`src/rtl/mem_access_stage.sv`:
```
// mem_access_stage: MIPS MEM stage with built-in MEM/WB register.
// ALU results pass straight to writeback one cycle later.
// Loads and stores go out over a req/ack data-memory port.
// Byte lanes are steered little-endian, and loads are sign- or zero-extended.
// The upstream stage is stalled until the memory access completes.
// Optional bus timeout: set TIMEOUT_CYC > 0.
// Optional alignment exception: define MEM_ALIGN_EXC_EN. With it, misaligned
// accesses are rejected with misalign_o. Without it, the address is aligned down.
module mem_access_stage #(
  parameter int ADDR_W      = 32,
  parameter int REG_AW      = 5,
  parameter int TIMEOUT_CYC = 0
) (
  input  logic              clk,
  input  logic              rst,
  input  logic              ex_valid_i,
  input  logic [3:0]        mem_op_i,
  input  logic [REG_AW-1:0] wreg_addr_i,
  input  logic              wreg_enable_i,
  input  logic [31:0]       wdata_i,
  input  logic [31:0]       store_data_i,
  output logic              stall_o,
  output logic              dmem_req_o,
  output logic              dmem_we_o,
  output logic [ADDR_W-1:0] dmem_addr_o,
  output logic [3:0]        dmem_be_o,
  output logic [31:0]       dmem_wdata_o,
  input  logic              dmem_ack_i,
  input  logic [31:0]       dmem_rdata_i,
  output logic              wb_valid_o,
  output logic [REG_AW-1:0] wreg_addr_o,
  output logic              wreg_enable_o,
  output logic [31:0]       wdata_o,
  output logic              bus_err_o
`ifdef MEM_ALIGN_EXC_EN
  ,
  output logic              misalign_o
`endif
);

  localparam logic [3:0] OP_LB  = 4'd1;
  localparam logic [3:0] OP_LBU = 4'd2;
  localparam logic [3:0] OP_LH  = 4'd3;
  localparam logic [3:0] OP_LHU = 4'd4;
  localparam logic [3:0] OP_LW  = 4'd5;
  localparam logic [3:0] OP_SB  = 4'd6;
  localparam logic [3:0] OP_SH  = 4'd7;
  localparam logic [3:0] OP_SW  = 4'd8;

  typedef enum logic {S_IDLE, S_BUSY} state_t;

  state_t state_reg, state_next;

  // Captured memory request, held stable for the whole BUSY phase
  logic [3:0]        op_reg;
  logic [1:0]        lane_reg;
  logic [ADDR_W-1:0] addr_reg;
  logic [3:0]        be_reg;
  logic [31:0]       sdata_reg;
  logic              we_reg;
  logic [REG_AW-1:0] dest_reg;
  logic              dest_en_reg;

  // MEM/WB register
  logic              wb_valid_reg, wb_valid_next;
  logic [REG_AW-1:0] wb_addr_reg, wb_addr_next;
  logic              wb_en_reg, wb_en_next;
  logic [31:0]       wb_data_reg, wb_data_next;
  logic              bus_err_reg, bus_err_next;

  logic              capture_en;
  logic              timeout_hit;
  logic              align_exc;

  // Incoming instruction decode
  logic              is_mem, is_store;
  logic [3:0]        be_calc;
  logic [31:0]       sdata_calc;
  logic [ADDR_W-1:0] ea;

  // The effective address comes from the 32-bit ALU result, resized to ADDR_W
  generate
    if (ADDR_W <= 32) begin : g_ea_trunc
      assign ea = wdata_i[ADDR_W-1:0];
    end else begin : g_ea_ext
      assign ea = {{(ADDR_W-32){1'b0}}, wdata_i};
    end
  endgenerate

`ifdef MEM_ALIGN_EXC_EN
  // Halfword accesses need a[0]=0; word accesses need a[1:0]=0
  assign align_exc = (((mem_op_i == OP_LH) || (mem_op_i == OP_LHU) || (mem_op_i == OP_SH)) && ea[0]) ||
                     (((mem_op_i == OP_LW) || (mem_op_i == OP_SW)) && (ea[1:0] != 2'b00));
`else
  assign align_exc = 1'b0;
`endif

  // Decode the op, the byte enables and the replicated store data
  always_comb begin
    is_mem     = (mem_op_i >= OP_LB) && (mem_op_i <= OP_SW);
    is_store   = (mem_op_i >= OP_SB) && (mem_op_i <= OP_SW);
    be_calc    = 4'b1111;
    sdata_calc = store_data_i;
    case (mem_op_i)
      OP_LB, OP_LBU, OP_SB: begin
        be_calc    = 4'b0001 << ea[1:0];
        sdata_calc = {4{store_data_i[7:0]}};
      end
      OP_LH, OP_LHU, OP_SH: begin
        be_calc    = ea[1] ? 4'b1100 : 4'b0011;
        sdata_calc = {2{store_data_i[15:0]}};
      end
      default: begin
        be_calc    = 4'b1111;
        sdata_calc = store_data_i;
      end
    endcase
  end

  // Select the addressed lane of the load word and extend it
  function automatic logic [31:0] fmt_load(input logic [3:0] op, input logic [1:0] lane,
                                           input logic [31:0] w);
    logic [7:0]  b;
    logic [15:0] h;
    logic [31:0] r;
    b = w[{lane, 3'b000} +: 8];
    h = lane[1] ? w[31:16] : w[15:0];
    case (op)
      OP_LB:   r = {{24{b[7]}}, b};
      OP_LBU:  r = {24'd0, b};
      OP_LH:   r = {{16{h[15]}}, h};
      OP_LHU:  r = {16'd0, h};
      default: r = w;
    endcase
    return r;
  endfunction

  // Bus timeout counter. It is held clear in IDLE, so it starts at zero on BUSY entry.
  generate
    if (TIMEOUT_CYC > 0) begin : g_timeout
      localparam int CW = $clog2(TIMEOUT_CYC + 1);
      logic [CW-1:0] cnt_reg;
      // Count the BUSY cycles of the current access
      always_ff @(posedge clk) begin
        if (rst || (state_reg == S_IDLE)) cnt_reg <= '0;
        else                              cnt_reg <= cnt_reg + 1'b1;
      end
      assign timeout_hit = (state_reg == S_BUSY) && (cnt_reg == CW'(TIMEOUT_CYC - 1)) && !dmem_ack_i;
    end else begin : g_no_timeout
      assign timeout_hit = 1'b0;
    end
  endgenerate

  // FSM state register
  always_ff @(posedge clk) begin
    if (rst) state_reg <= S_IDLE;
    else     state_reg <= state_next;
  end

  // Next-state, stall and writeback selection
  always_comb begin
    state_next    = state_reg;
    capture_en    = 1'b0;
    stall_o       = 1'b0;
    wb_valid_next = 1'b0;
    wb_addr_next  = wb_addr_reg;
    wb_en_next    = 1'b0;
    wb_data_next  = wb_data_reg;
    bus_err_next  = 1'b0;
    case (state_reg)
      S_IDLE: begin
        if (ex_valid_i) begin
          if (!is_mem) begin
            wb_valid_next = 1'b1;
            wb_addr_next  = wreg_addr_i;
            wb_en_next    = wreg_enable_i;
            wb_data_next  = wdata_i;
          end else if (align_exc) begin
            wb_valid_next = 1'b1;
            wb_addr_next  = wreg_addr_i;
            wb_data_next  = 32'd0;
          end else begin
            stall_o    = 1'b1;
            capture_en = 1'b1;
            state_next = S_BUSY;
          end
        end
      end
      S_BUSY: begin
        if (dmem_ack_i) begin
          wb_valid_next = 1'b1;
          wb_addr_next  = dest_reg;
          wb_en_next    = !we_reg && dest_en_reg;
          wb_data_next  = we_reg ? 32'd0 : fmt_load(op_reg, lane_reg, dmem_rdata_i);
          state_next    = S_IDLE;
        end else if (timeout_hit) begin
          // The last BUSY cycle releases the pipeline and completes with an error
          wb_valid_next = 1'b1;
          wb_addr_next  = dest_reg;
          wb_data_next  = 32'd0;
          bus_err_next  = 1'b1;
          state_next    = S_IDLE;
        end else begin
          stall_o = 1'b1;
        end
      end
      default: state_next = S_IDLE;
    endcase
    if (rst) stall_o = 1'b0;
  end

  // Latch the request when entering BUSY
  always_ff @(posedge clk) begin
    if (rst) begin
      op_reg      <= 4'd0;
      lane_reg    <= 2'd0;
      addr_reg    <= '0;
      be_reg      <= 4'd0;
      sdata_reg   <= 32'd0;
      we_reg      <= 1'b0;
      dest_reg    <= '0;
      dest_en_reg <= 1'b0;
    end else if (capture_en) begin
      op_reg      <= mem_op_i;
      lane_reg    <= ea[1:0];
      addr_reg    <= {ea[ADDR_W-1:2], 2'b00};
      be_reg      <= be_calc;
      sdata_reg   <= sdata_calc;
      we_reg      <= is_store;
      dest_reg    <= wreg_addr_i;
      dest_en_reg <= wreg_enable_i;
    end
  end

  // MEM/WB pipeline register
  always_ff @(posedge clk) begin
    if (rst) begin
      wb_valid_reg <= 1'b0;
      wb_addr_reg  <= '0;
      wb_en_reg    <= 1'b0;
      wb_data_reg  <= 32'd0;
      bus_err_reg  <= 1'b0;
    end else begin
      wb_valid_reg <= wb_valid_next;
      wb_addr_reg  <= wb_addr_next;
      wb_en_reg    <= wb_en_next;
      wb_data_reg  <= wb_data_next;
      bus_err_reg  <= bus_err_next;
    end
  end

`ifdef MEM_ALIGN_EXC_EN
  logic misalign_reg;
  // Flag a rejected misaligned access for one cycle, together with its writeback slot
  always_ff @(posedge clk) begin
    if (rst) misalign_reg <= 1'b0;
    else     misalign_reg <= (state_reg == S_IDLE) && ex_valid_i && is_mem && align_exc;
  end
  assign misalign_o = misalign_reg;
`endif

  assign dmem_req_o    = (state_reg == S_BUSY);
  assign dmem_we_o     = dmem_req_o && we_reg;
  assign dmem_addr_o   = dmem_req_o ? addr_reg : '0;
  assign dmem_be_o     = dmem_req_o ? be_reg : 4'd0;
  assign dmem_wdata_o  = dmem_req_o ? sdata_reg : 32'd0;
  assign wb_valid_o    = wb_valid_reg;
  assign wreg_addr_o   = wb_addr_reg;
  assign wreg_enable_o = wb_en_reg;
  assign wdata_o       = wb_data_reg;
  assign bus_err_o     = bus_err_reg;

endmodule

```
`config.mk`:
```
export PLATFORM = sky130hd
export DESIGN_NAME = mem_access_stage
export DESIGN_NICKNAME = d
export VERILOG_FILES = /design/src/rtl/mem_access_stage.sv
export SDC_FILE = /design/constraint.sdc
export NUM_CORES = 1
export LEC_CHECK = 0
export ABC_AREA = 0
export CORE_MARGIN = 2
export CORE_UTILIZATION = 40
export CTS_BUF_LIST = sky130_fd_sc_hd__clkbuf_4 sky130_fd_sc_hd__clkbuf_8
export CTS_CLUSTER_SIZE = 20
export DETAILED_ROUTE_END_ITERATION = 8
export PLACE_DENSITY = 0.82
export SLEW_MARGIN = 20
export SYNTH_ARGS = -nofsm -noshare
export SYNTH_HDL_FRONTEND = slang
export SYNTH_SLANG_ARGS = --single-unit
```
`constraint.sdc`:
```
create_clock -name clk -period 3.65 [get_ports clk]
set_input_delay 0.5475 -clock clk [delete_from_list [all_inputs] [get_ports clk]]
set_output_delay 0.5475 -clock clk [all_outputs]
set_load 0.01 [all_outputs]
```
==> results of run 1 <==
per-layer routing:
metal  global-route usage (%)  part of all wire, %
met5                        0                    0
met4                    10.25                  3.5
met3                    4.264                  5.8
met2                    37.60                   45
met1                    34.23                   45
layout make-up:
class,instances,area [um2]
clock buffer,17,234.0
clock inverter,15,145.1
timing repair buffer,234,2310
multi-input combinational,566,3612
fill,1429,6739
tap,216,270.3
inverter,5,18.77
sequential,119,2384
power by group through the flow:
| stage | logic [mW] | clock network, mW | registers, mW |
|---|---|---|---|
| detailed placement | 0.737 | 0 | 1.47 |
| finish | 0.748 | 1.17 | 1.44 |
| floorplan | 0.402 | 0 | 1.47 |
| global placement | 0.730 | 0 | 1.47 |
| global route | 0.805 | 1.25 | 1.45 |
| CTS | 0.741 | 1.19 | 1.44 |
how the worst max path moves through the flow:
stage | endpoint | slack [ns] | cells past startpoint
after detailed placement | stall_o | 0.45 | 5
final | stall_o | 0.43 | 5
after CTS | stall_o | 0.43 | 5
after floorplan | stall_o | 1.13 | 6
after global placement | stall_o | 0.44 | 5
after global routing | stall_o | 0.33 | 5
logic make-up (layout without fill, tap and decap cells):
family                    after synthesis  count (layout)  synth area share [%]
xor gates and xnor gates                1               1                0.1382
buffers and inverters                  78             271                 5.784
and+or+nand+nor                       277             277                 21.63
AOI/OAI and AO/OA                     223             223                 24.14
DFF                                   119             119                 37.58
muxes                                  62              62                 10.66
other                                   1               3               0.05916
cell usage after synthesis (7+ instances only):
| library cell | number | share of area, % |
|---|---|---|
| sky130_fd_sc_hd__clkbuf_1 | 38 | 2.3 |
| sky130_fd_sc_hd__o32ai_1 | 16 | 2.2 |
| sky130_fd_sc_hd__o22ai_1 | 14 | 1.4 |
| sky130_fd_sc_hd__o221ai_1 | 7 | 0.97 |
| sky130_fd_sc_hd__o2111ai_1 | 8 | 1.1 |
| sky130_fd_sc_hd__a221oi_1 | 8 | 1.1 |
| sky130_fd_sc_hd__o21bai_1 | 10 | 1.2 |
| sky130_fd_sc_hd__o21ai_0 | 27 | 2.1 |
| sky130_fd_sc_hd__a222oi_1 | 7 | 1.1 |
| sky130_fd_sc_hd__nor2_1 | 37 | 2.2 |
| sky130_fd_sc_hd__nor3_1 | 9 | 0.71 |
| sky130_fd_sc_hd__and2_1 | 84 | 8.3 |
| sky130_fd_sc_hd__dfxtp_1 | 119 | 38 |
| sky130_fd_sc_hd__mux2_2 | 18 | 3.2 |
| sky130_fd_sc_hd__a21oi_1 | 62 | 4.9 |
| sky130_fd_sc_hd__mux2i_1 | 39 | 6.2 |
| sky130_fd_sc_hd__a211oi_1 | 31 | 3.7 |
| sky130_fd_sc_hd__a211o_1 | 7 | 0.97 |
| sky130_fd_sc_hd__nand2_1 | 118 | 7.0 |
| sky130_fd_sc_hd__buf_2 | 23 | 1.8 |
worst reg2reg max path, cell delays in order, from the launching register on:
cell                      delay (ns)
sky130_fd_sc_hd__dfxtp_2        0.35
sky130_fd_sc_hd__buf_4          0.59
sky130_fd_sc_hd__inv_1          0.50
sky130_fd_sc_hd__nor3_1         0.29
sky130_fd_sc_hd__buf_4          0.23
sky130_fd_sc_hd__o21ai_0        0.20
sky130_fd_sc_hd__o32ai_1        0.29
metrics by stage:
step                      instance area (um2)  cells
after floorplan                          6346    763
after global placement                   8589   1140
after detailed placement                 8589   1140
after CTS                                8969   1172
after global routing                     8974   1172
final                                    8974   1172
==> impl_metrics.ini, run 1 <==
[cts]
clk_transition_reported_paths_ns = 0.08
cts_hold_buffers = 0
cts_inserted_buffers = 17
cts_sinks = 119
worstSkewPairLatency_ns = 0.44
clk_path_buf_depth = 2
postCtsResizedCells = 0
clockRootBuffer = sky130_fd_sc_hd__clkbuf_8
tritoncts = built
postCtsSetupBuffers = 0
clock_tree.htree_level_count = 4

[logic_synthesis]
yosysUniqueCellTypes = 58
ys_async_sr_fraction_pct = 0
ys.flop_type = sky130_fd_sc_hd__dfxtp_1
ys_seq_elements = 119
seq_area_frac_synth_pct = 37.58
cells_after_synthesis = 761
syn-cell-area_um2 = 6339
synth_enable_flop_cells = 0
ys.warnings.count = 0
syn_area_per_cell_um2 = 8.329

[die]
die_area_um2 = 16870
standard_cell_core_area_um2 = 15710
dieHeight_um = 129.9
die-width_um = 129.9
top_level_ports = 221
fp-row-count = 46
initial_utilization_pct = 40.34

[grt]
grt_remaining_overflow = 0
grt_max_degree = 101
wire_length_of_the_first_global_routing_pass_mm = 32.09
grt_antenna_before_repair = 0
global_route.usage.total_pct = 24.56
first_global_vias = 5746

[timing]
number_of_hold_violations_in_the_final_report = 0
timing.slew.headroom_pct = 40.09
totalNegativeSetupSlack_ns = 0
number_of_endpoints_failing_setup_at_the_final_stage = 0
finalCritPeriodShare_pct = 88.28
worst_slew_pin_slew_ns = 0.8986
report.final.slew_viol_count = 0
skew_ns = 0.008449
max_freq_mhz = 310.3
postLayoutSetupSlackWorst_ns = 0.4278
rsz0062_at_grt = false
final.hold.worst_slack_ns = 0.4497
final.min_clock_period_ns = 3.222

[hold_path]
min_path_type = reg -> reg
hp-start = addr_reg[20]$_SDFFE_PP0P_
hold_depth = 2
hold_end = addr_reg[20]$_SDFFE_PP0P_

[finish]
n_antenna_cell = 0
drive_gt1_share_pct = 9.623
area_delta_synth_final_pct = 41.57
num-nets-final = 1053
final_util_pct = 57.11
mostFrequentLayoutCells = sky130_fd_sc_hd__clkdlybuf4s50_1 (216), sky130_fd_sc_hd__nand2_1 (118), sky130_fd_sc_hd__dfxtp_1 (118), sky130_fd_sc_hd__and2_1 (84), sky130_fd_sc_hd__a21oi_1 (62)
mostFrequentLayoutCell = sky130_fd_sc_hd__clkdlybuf4s50_1

[critical_path]
path_delay_family = buffers and inverters
reg2reg_depth = 6
critPathRequiredTime_ns = 3.10
endpoint_of_the_most_critical_register_to_register_path = wdata_o[16]$_SDFFE_PP0P_
timing.critical_path.slowest_cell_delay_ns = 0.62
slowest_stage = sky130_fd_sc_hd__clkdlybuf4s50_1
end_kind = output port
critical_path.most_common_cell = sky130_fd_sc_hd__clkdlybuf4s50_1
worst-path-max-fanout = 11
critical_path_buf_inv_count = 2
startpoint = mem_op_i[3]
critical_path_arrival_ns = 2.67
rrSetupSlack_ns = 1.13
critPathKind = in -> out
crit_path_start_kind = input pin
cell_by_cell_trace_of_the_critical_path = clkdlybuf4s50_1 -> o31a_1 -> or3_2 -> a21oi_1 -> clkdlybuf4s50_1
worst_r2r_startpoint = dmem_req_o$_DFF_P_

[detailed_routing]
routed_wirelength_mm = 21.54
route.detailed.vias_per_inst = 5.499
antenna_violating_nets_post_route = 0
wire_length_per_cell_after_detailed_routing_um = 18.38
initialDrtViolationCount = 555
detailroute.via_count = 6445
drc_errors = 0
drt_pass1_iterations = 5

[power]
intPower_mw = 2.305
power.combinational.fraction_pct = 22.3
worst_ir_drop_vdd_uv = 214.1
final_total_power_mw = 3.357
power.sequential.fraction_pct = 42.9
static-leakage-power_nw = 3.272
power.net_switching_mw = 1.052
power.switching_fraction_pct = 31.33
power.density_nw_per_um2 = 374.1
clockPowerShare_pct = 34.8

[placement]
detailedPlace.worstSlack_ns = 0.4485
detailedPlacementHpwl_mm = 15.33
gpl.final_weighted_congestion = 0.9075
io_buffer_count = 217

[flow_run]
max-cap-violations = 0

[run_status]
run_status = finished clean
(Power assumes the default switching activity.)
==> inputs of run 2 (changes only) <==
- PLACE_DENSITY: 0.82 -> 0.76
- SLEW_MARGIN: 20 -> default
==> run 2 against run 1 <==
Against the previous run:
- cell count is 0.26% higher
- via count is 0.14% higher
- clock power is 15% higher
- die area stayed put
- global-route usage is 0.20 points higher
- non-clock buffer count is 3 higher
- worst setup slack better by 0.10 ns
- hold slack better by 0.00072 ns
- largest cell class unchanged
- highest routed layer unchanged
==> impl_metrics.ini, run 2 (synthesis results as in run 1) <==
[run_status]
run_status = finished clean

[critical_path]
timing.critical_path.slowest_cell_delay_ns = 0.58
slowest_stage = sky130_fd_sc_hd__clkdlybuf4s50_1
worst-path-max-fanout = 11
worst_r2r_startpoint = op_reg[3]$_SDFFE_PP0P_
critical_path.most_common_cell = sky130_fd_sc_hd__clkdlybuf4s50_1
critPathRequiredTime_ns = 3.10
endpoint_of_the_most_critical_register_to_register_path = wdata_o[23]$_SDFFE_PP0P_
critPathKind = in -> out
cell_by_cell_trace_of_the_critical_path = clkdlybuf4s50_1 -> o31a_1 -> or3_2 -> a21oi_1 -> clkdlybuf4s50_1
critical_path_arrival_ns = 2.57
end_kind = output port
rrSetupSlack_ns = 1.32
reg2reg_depth = 4
crit_path_start_kind = input pin

[cts]
cts_inserted_buffers = 17
postCtsSetupBuffers = 0
tritoncts = built
worstSkewPairLatency_ns = 0.44
clock_tree.htree_level_count = 4
clockRootBuffer = sky130_fd_sc_hd__clkbuf_8
cts_sinks = 119
postCtsResizedCells = 0
cts_hold_buffers = 0
clk_transition_reported_paths_ns = 0.07
clk_path_buf_depth = 2

[flow_run]
max-cap-violations = 0

[detailed_routing]
drc_errors = 0
route.detailed.vias_per_inst = 5.493
antenna_violating_nets_post_route = 0
wire_length_per_cell_after_detailed_routing_um = 18.17
routed_wirelength_mm = 21.35
initialDrtViolationCount = 566
detailroute.via_count = 6454
drt_pass1_iterations = 8

[die]
die-width_um = 129.9
dieHeight_um = 129.9
top_level_ports = 221
initial_utilization_pct = 40.34
fp-row-count = 46
standard_cell_core_area_um2 = 15710
die_area_um2 = 16870

[grt]
grt_max_degree = 77
first_global_vias = 5835
grt_remaining_overflow = 0
global_route.usage.total_pct = 24.75
grt_antenna_before_repair = 0
wire_length_of_the_first_global_routing_pass_mm = 32.41

[placement]
detailedPlace.worstSlack_ns = 0.5580
place.detailed.instances = 1143
io_buffer_count = 217
gpl.final_weighted_congestion = 0.9064
detailedPlacementHpwl_mm = 15.06

[hold_path]
min_path_type = reg -> reg
hold_end = addr_reg[13]$_SDFFE_PP0P_
hold_depth = 2
hp-start = addr_reg[13]$_SDFFE_PP0P_

[finish]
mostFrequentLayoutCell = sky130_fd_sc_hd__clkdlybuf4s50_1
fillers = 1441
n_antenna_cell = 0
num-nets-final = 1056
mostFrequentLayoutCells = sky130_fd_sc_hd__clkdlybuf4s50_1 (216), sky130_fd_sc_hd__nand2_1 (118), sky130_fd_sc_hd__dfxtp_1 (118), sky130_fd_sc_hd__and2_1 (84), sky130_fd_sc_hd__a21oi_1 (62)
final-instance-count-excl-fill = 1175
area_delta_synth_final_pct = 43.11
drive_gt1_share_pct = 9.802

[timing]
totalNegativeSetupSlack_ns = 0
number_of_endpoints_failing_setup_at_the_final_stage = 0
skew_ns = 0.01094
report.final.slew_viol_count = 0
timing.slew.headroom_pct = 17.90
worst_slew_pin_slew_ns = 1.229
max_freq_mhz = 320.5
final.min_clock_period_ns = 3.120
finalCritPeriodShare_pct = 85.49
rsz0062_at_grt = false
number_of_hold_violations_in_the_final_report = 0
postLayoutSetupSlackWorst_ns = 0.5296

[power]
power.density_nw_per_um2 = 391.1
static-leakage-power_nw = 3.324
worst_ir_drop_vdd_uv = 304.1
==> run 2: where the power goes <==
group,switching [mW],leakage [nW],internal [mW]
registers,0.0537,0.976,1.39
logic,0.385,2.13,0.370
clock network,0.583,0.223,0.768
total,1.02,3.32,2.53
==> run 2: worst max-delay path by stage <==
stage	startpoint	to	cells after the start
after floorplan	mem_op_i[0]	stall_o	6
after detailed placement	mem_op_i[3]	stall_o	5
final	mem_op_i[3]	stall_o	5
after global routing	mem_op_i[3]	stall_o	5
after global placement	mem_op_i[0]	stall_o	5
after CTS	mem_op_i[3]	stall_o	5
==> run 2: area by class of cell <==
type	instances	area (um2)	area share [%]
tap	216	270.3	2.979
timing repair buffer	237	2345	25.85
sequential	119	2384	26.28
multi-input combinational	566	3607	39.77
clock buffer	18	247.7	2.731
inverter	5	18.77	0.2069
clock inverter	14	198.9	2.193
==> run 2: critical path, delay by kind of cell <==
kind | cells | cell delay [ns]
AOI/OAI and AO/OA | 2 | 0.41
buffers and inverters | 2 | 1.14
and+or+nand+nor | 1 | 0.48
==> run 2: layer usage <==
layer	global-route usage [%]	part of all wire (%)
met2	40.10	48
met3	5.166	6.6
met1	32.41	42
met4	9.741	3.2
met5	0	0
==> run 2: through the flow <==
| step | power (mW) | area [um2] | utilization (%) | hold WS (ns) |
|---|---|---|---|---|
| after detailed placement | 2.217 | 8625 | 54.89 | 0.4420 |
| after CTS | 3.560 | 9071 | 57.73 | 0.4523 |
| after floorplan | 1.871 | 6346 | - | 0.4317 |
| after global placement | 2.209 | 8625 | 54.89 | 0.4369 |
| after global routing | 3.687 | 9071 | 57.73 | 0.4664 |
| final | 3.548 | 9071 | 57.73 | 0.4504 |
==> inputs of run 3 (changes only) <==
- CORE_MARGIN: 2 -> 10
==> run 3 against run 2 <==
Against the previous run:
- combinational power decreased by 0.5%
- critical path depth unchanged
- core utilization increased by 0.92 points
- design area decreased by 0.62%
- global-route usage decreased by 4.5 points
- count of clock-buffer cells in the layout increased by 4
- critical path type unchanged
- critical endpoint unchanged
==> impl_metrics.ini, run 3 (synthesis results as in run 1) <==
[placement]
detailed_place.area_um2 = 8607
io_buffer_count = 217
detailedPlacementHpwl_mm = 16.72
place.detailed.instances = 1137
gpl.final_weighted_congestion = 0.8732

[cts]
clock_tree.htree_level_count = 4
cts_hold_buffers = 0
cts_sinks = 119
worstSkewPairLatency_ns = 0.43
cts_inserted_buffers = 17
postCtsResizedCells = 0
clk_path_buf_depth = 2
postCtsSetupBuffers = 0
clockRootBuffer = sky130_fd_sc_hd__clkbuf_8
tritoncts = built
clk_transition_reported_paths_ns = 0.07

[critical_path]
critical_path.most_common_cell = sky130_fd_sc_hd__clkdlybuf4s50_1
critical_path_arrival_ns = 2.66
crit_path_start_kind = input pin
timing.critical_path.slowest_cell_delay_ns = 0.62
critPathRequiredTime_ns = 3.10
worst_r2r_startpoint = dmem_req_o$_DFF_P_
endpoint_of_the_most_critical_register_to_register_path = wdata_o[21]$_SDFFE_PP0P_
end_kind = output port
startpoint = mem_op_i[3]
critPathKind = in -> out
slowest_stage = sky130_fd_sc_hd__clkdlybuf4s50_1
reg2reg_depth = 6
rrSetupSlack_ns = 1.14
cell_by_cell_trace_of_the_critical_path = clkdlybuf4s50_1 -> o31a_1 -> or3_2 -> a21oi_1 -> clkdlybuf4s50_1
critical_path.endpoint = stall_o
worst-path-max-fanout = 11

[detailed_routing]
drc_errors = 0
initialDrtViolationCount = 415
routed_wirelength_mm = 22.73
route.detailed.vias_per_inst = 5.381
detailroute.via_count = 6301
drt_pass1_iterations = 5
antenna_violating_nets_post_route = 0
wire_length_per_cell_after_detailed_routing_um = 19.41

[timing]
finalCritPeriodShare_pct = 87.85
report.final.slew_viol_count = 0
max_freq_mhz = 311.9
rsz0062_at_grt = false
skew_ns = 0.006351
number_of_endpoints_failing_setup_at_the_final_stage = 0
timing.slew.headroom_pct = 18.86
worst_slew_pin_slew_ns = 1.215
number_of_hold_violations_in_the_final_report = 0
totalNegativeSetupSlack_ns = 0
final.min_clock_period_ns = 3.206

[power]
power.density_nw_per_um2 = 376.6
power.combinational.fraction_pct = 22.1
power.switching_fraction_pct = 28.03
intPower_mw = 2.443
power.net_switching_mw = 0.9516
power.sequential.fraction_pct = 42.4
clockPowerShare_pct = 35.5
final_total_power_mw = 3.395
worst_ir_drop_vdd_uv = 223.5
static-leakage-power_nw = 3.304

[hold_path]
hold_depth = 2
min_path_type = in -> reg

[finish]
final_util_pct = 58.65
postLayoutCellArea_um2 = 9015
area_delta_synth_final_pct = 42.22
final-instance-count-excl-fill = 1171
num-nets-final = 1055
mostFrequentLayoutCell = sky130_fd_sc_hd__clkdlybuf4s50_1
drive_gt1_share_pct = 9.613
mostFrequentLayoutCells = sky130_fd_sc_hd__clkdlybuf4s50_1 (216), sky130_fd_sc_hd__nand2_1 (118), sky130_fd_sc_hd__dfxtp_1 (118), sky130_fd_sc_hd__and2_1 (84), sky130_fd_sc_hd__a21oi_1 (62)

[die]
fp-row-count = 45
standard_cell_core_area_um2 = 15370
die-width_um = 145.9
top_level_ports = 221
initial_utilization_pct = 41.24
dieHeight_um = 145.9
die_area_um2 = 21280

[grt]
grt_remaining_overflow = 0
wire_length_of_the_first_global_routing_pass_mm = 34.77
grt_antenna_before_repair = 3
first_global_vias = 6017
grt_max_degree = 83
global_route.usage.total_pct = 20.30

[run_status]
run_status = finished clean

[flow_run]
max-cap-violations = 0
## run 3: cell count changes in the layout (fill, tap and decap cells not counted), sizes merged
cell / before / now
inv: 6 / 5
clkbuf: 18 / 22
diode: 0 / 3
buf: 21 / 20
bufinv: 4 / 2
clkinv: 8 / 6
## run 3: per-layer routing
layer	GRT usage, %	share of wire, %	vias up
li1	-	-	3119
met1	25.20	43	2917
met2	32.64	48	226
met3	5.216	6.3	39
met4	8.342	2.3	0
met5	0	0	-
## run 3: final cells by class
cell class	count	area [um2]
antenna	3	7.507
clock buffer	22	302.8
clock inverter	9	97.59
fill	1401	6356
inverter	5	18.77
multi-input combinational	566	3616
sequential	119	2384
tap	211	264.0
timing repair buffer	236	2325
## run 3: power by group through the flow
stage | Sequential [mW] | Clock [mW] | Combinational, mW
floorplan | 1.47 | 0 | 0.402
global placement | 1.46 | 0 | 0.742
detailed placement | 1.47 | 0 | 0.747
CTS | 1.44 | 1.23 | 0.751
global route | 1.45 | 1.29 | 0.813
finish | 1.44 | 1.21 | 0.751
## run 3: worst min path at each step
stage	slack [ns]	start	end
2_1_floorplan	0.43	addr_reg[10]$_SDFFE_PP0P_	addr_reg[10]$_SDFFE_PP0P_
3_3_place_gp	0.44	addr_reg[18]$_SDFFE_PP0P_	addr_reg[18]$_SDFFE_PP0P_
3_5_place_dp	0.44	addr_reg[11]$_SDFFE_PP0P_	addr_reg[11]$_SDFFE_PP0P_
4_1_cts	0.30	rst	dmem_req_o$_DFF_P_
5_1_grt	0.31	rst	dmem_req_o$_DFF_P_
6_report	0.33	rst	dmem_req_o$_DFF_P_
## run 3: metrics by stage
stage / setup slack, ns / hold WS, ns
6_report: 0.4435 / 0.3291
5_1_grt: 0.3596 / 0.3050
4_1_cts: 0.4377 / 0.2980
3_5_place_dp: 0.4492 / 0.4418
3_3_place_gp: 0.4694 / 0.4375
2_1_floorplan: 1.127 / 0.4317
## run 3: worst max-delay path: cells and delay by family
kind            cells  cell delay (ns)
simple gates        1             0.49
buf+inv             2             1.18
compound gates      2             0.43
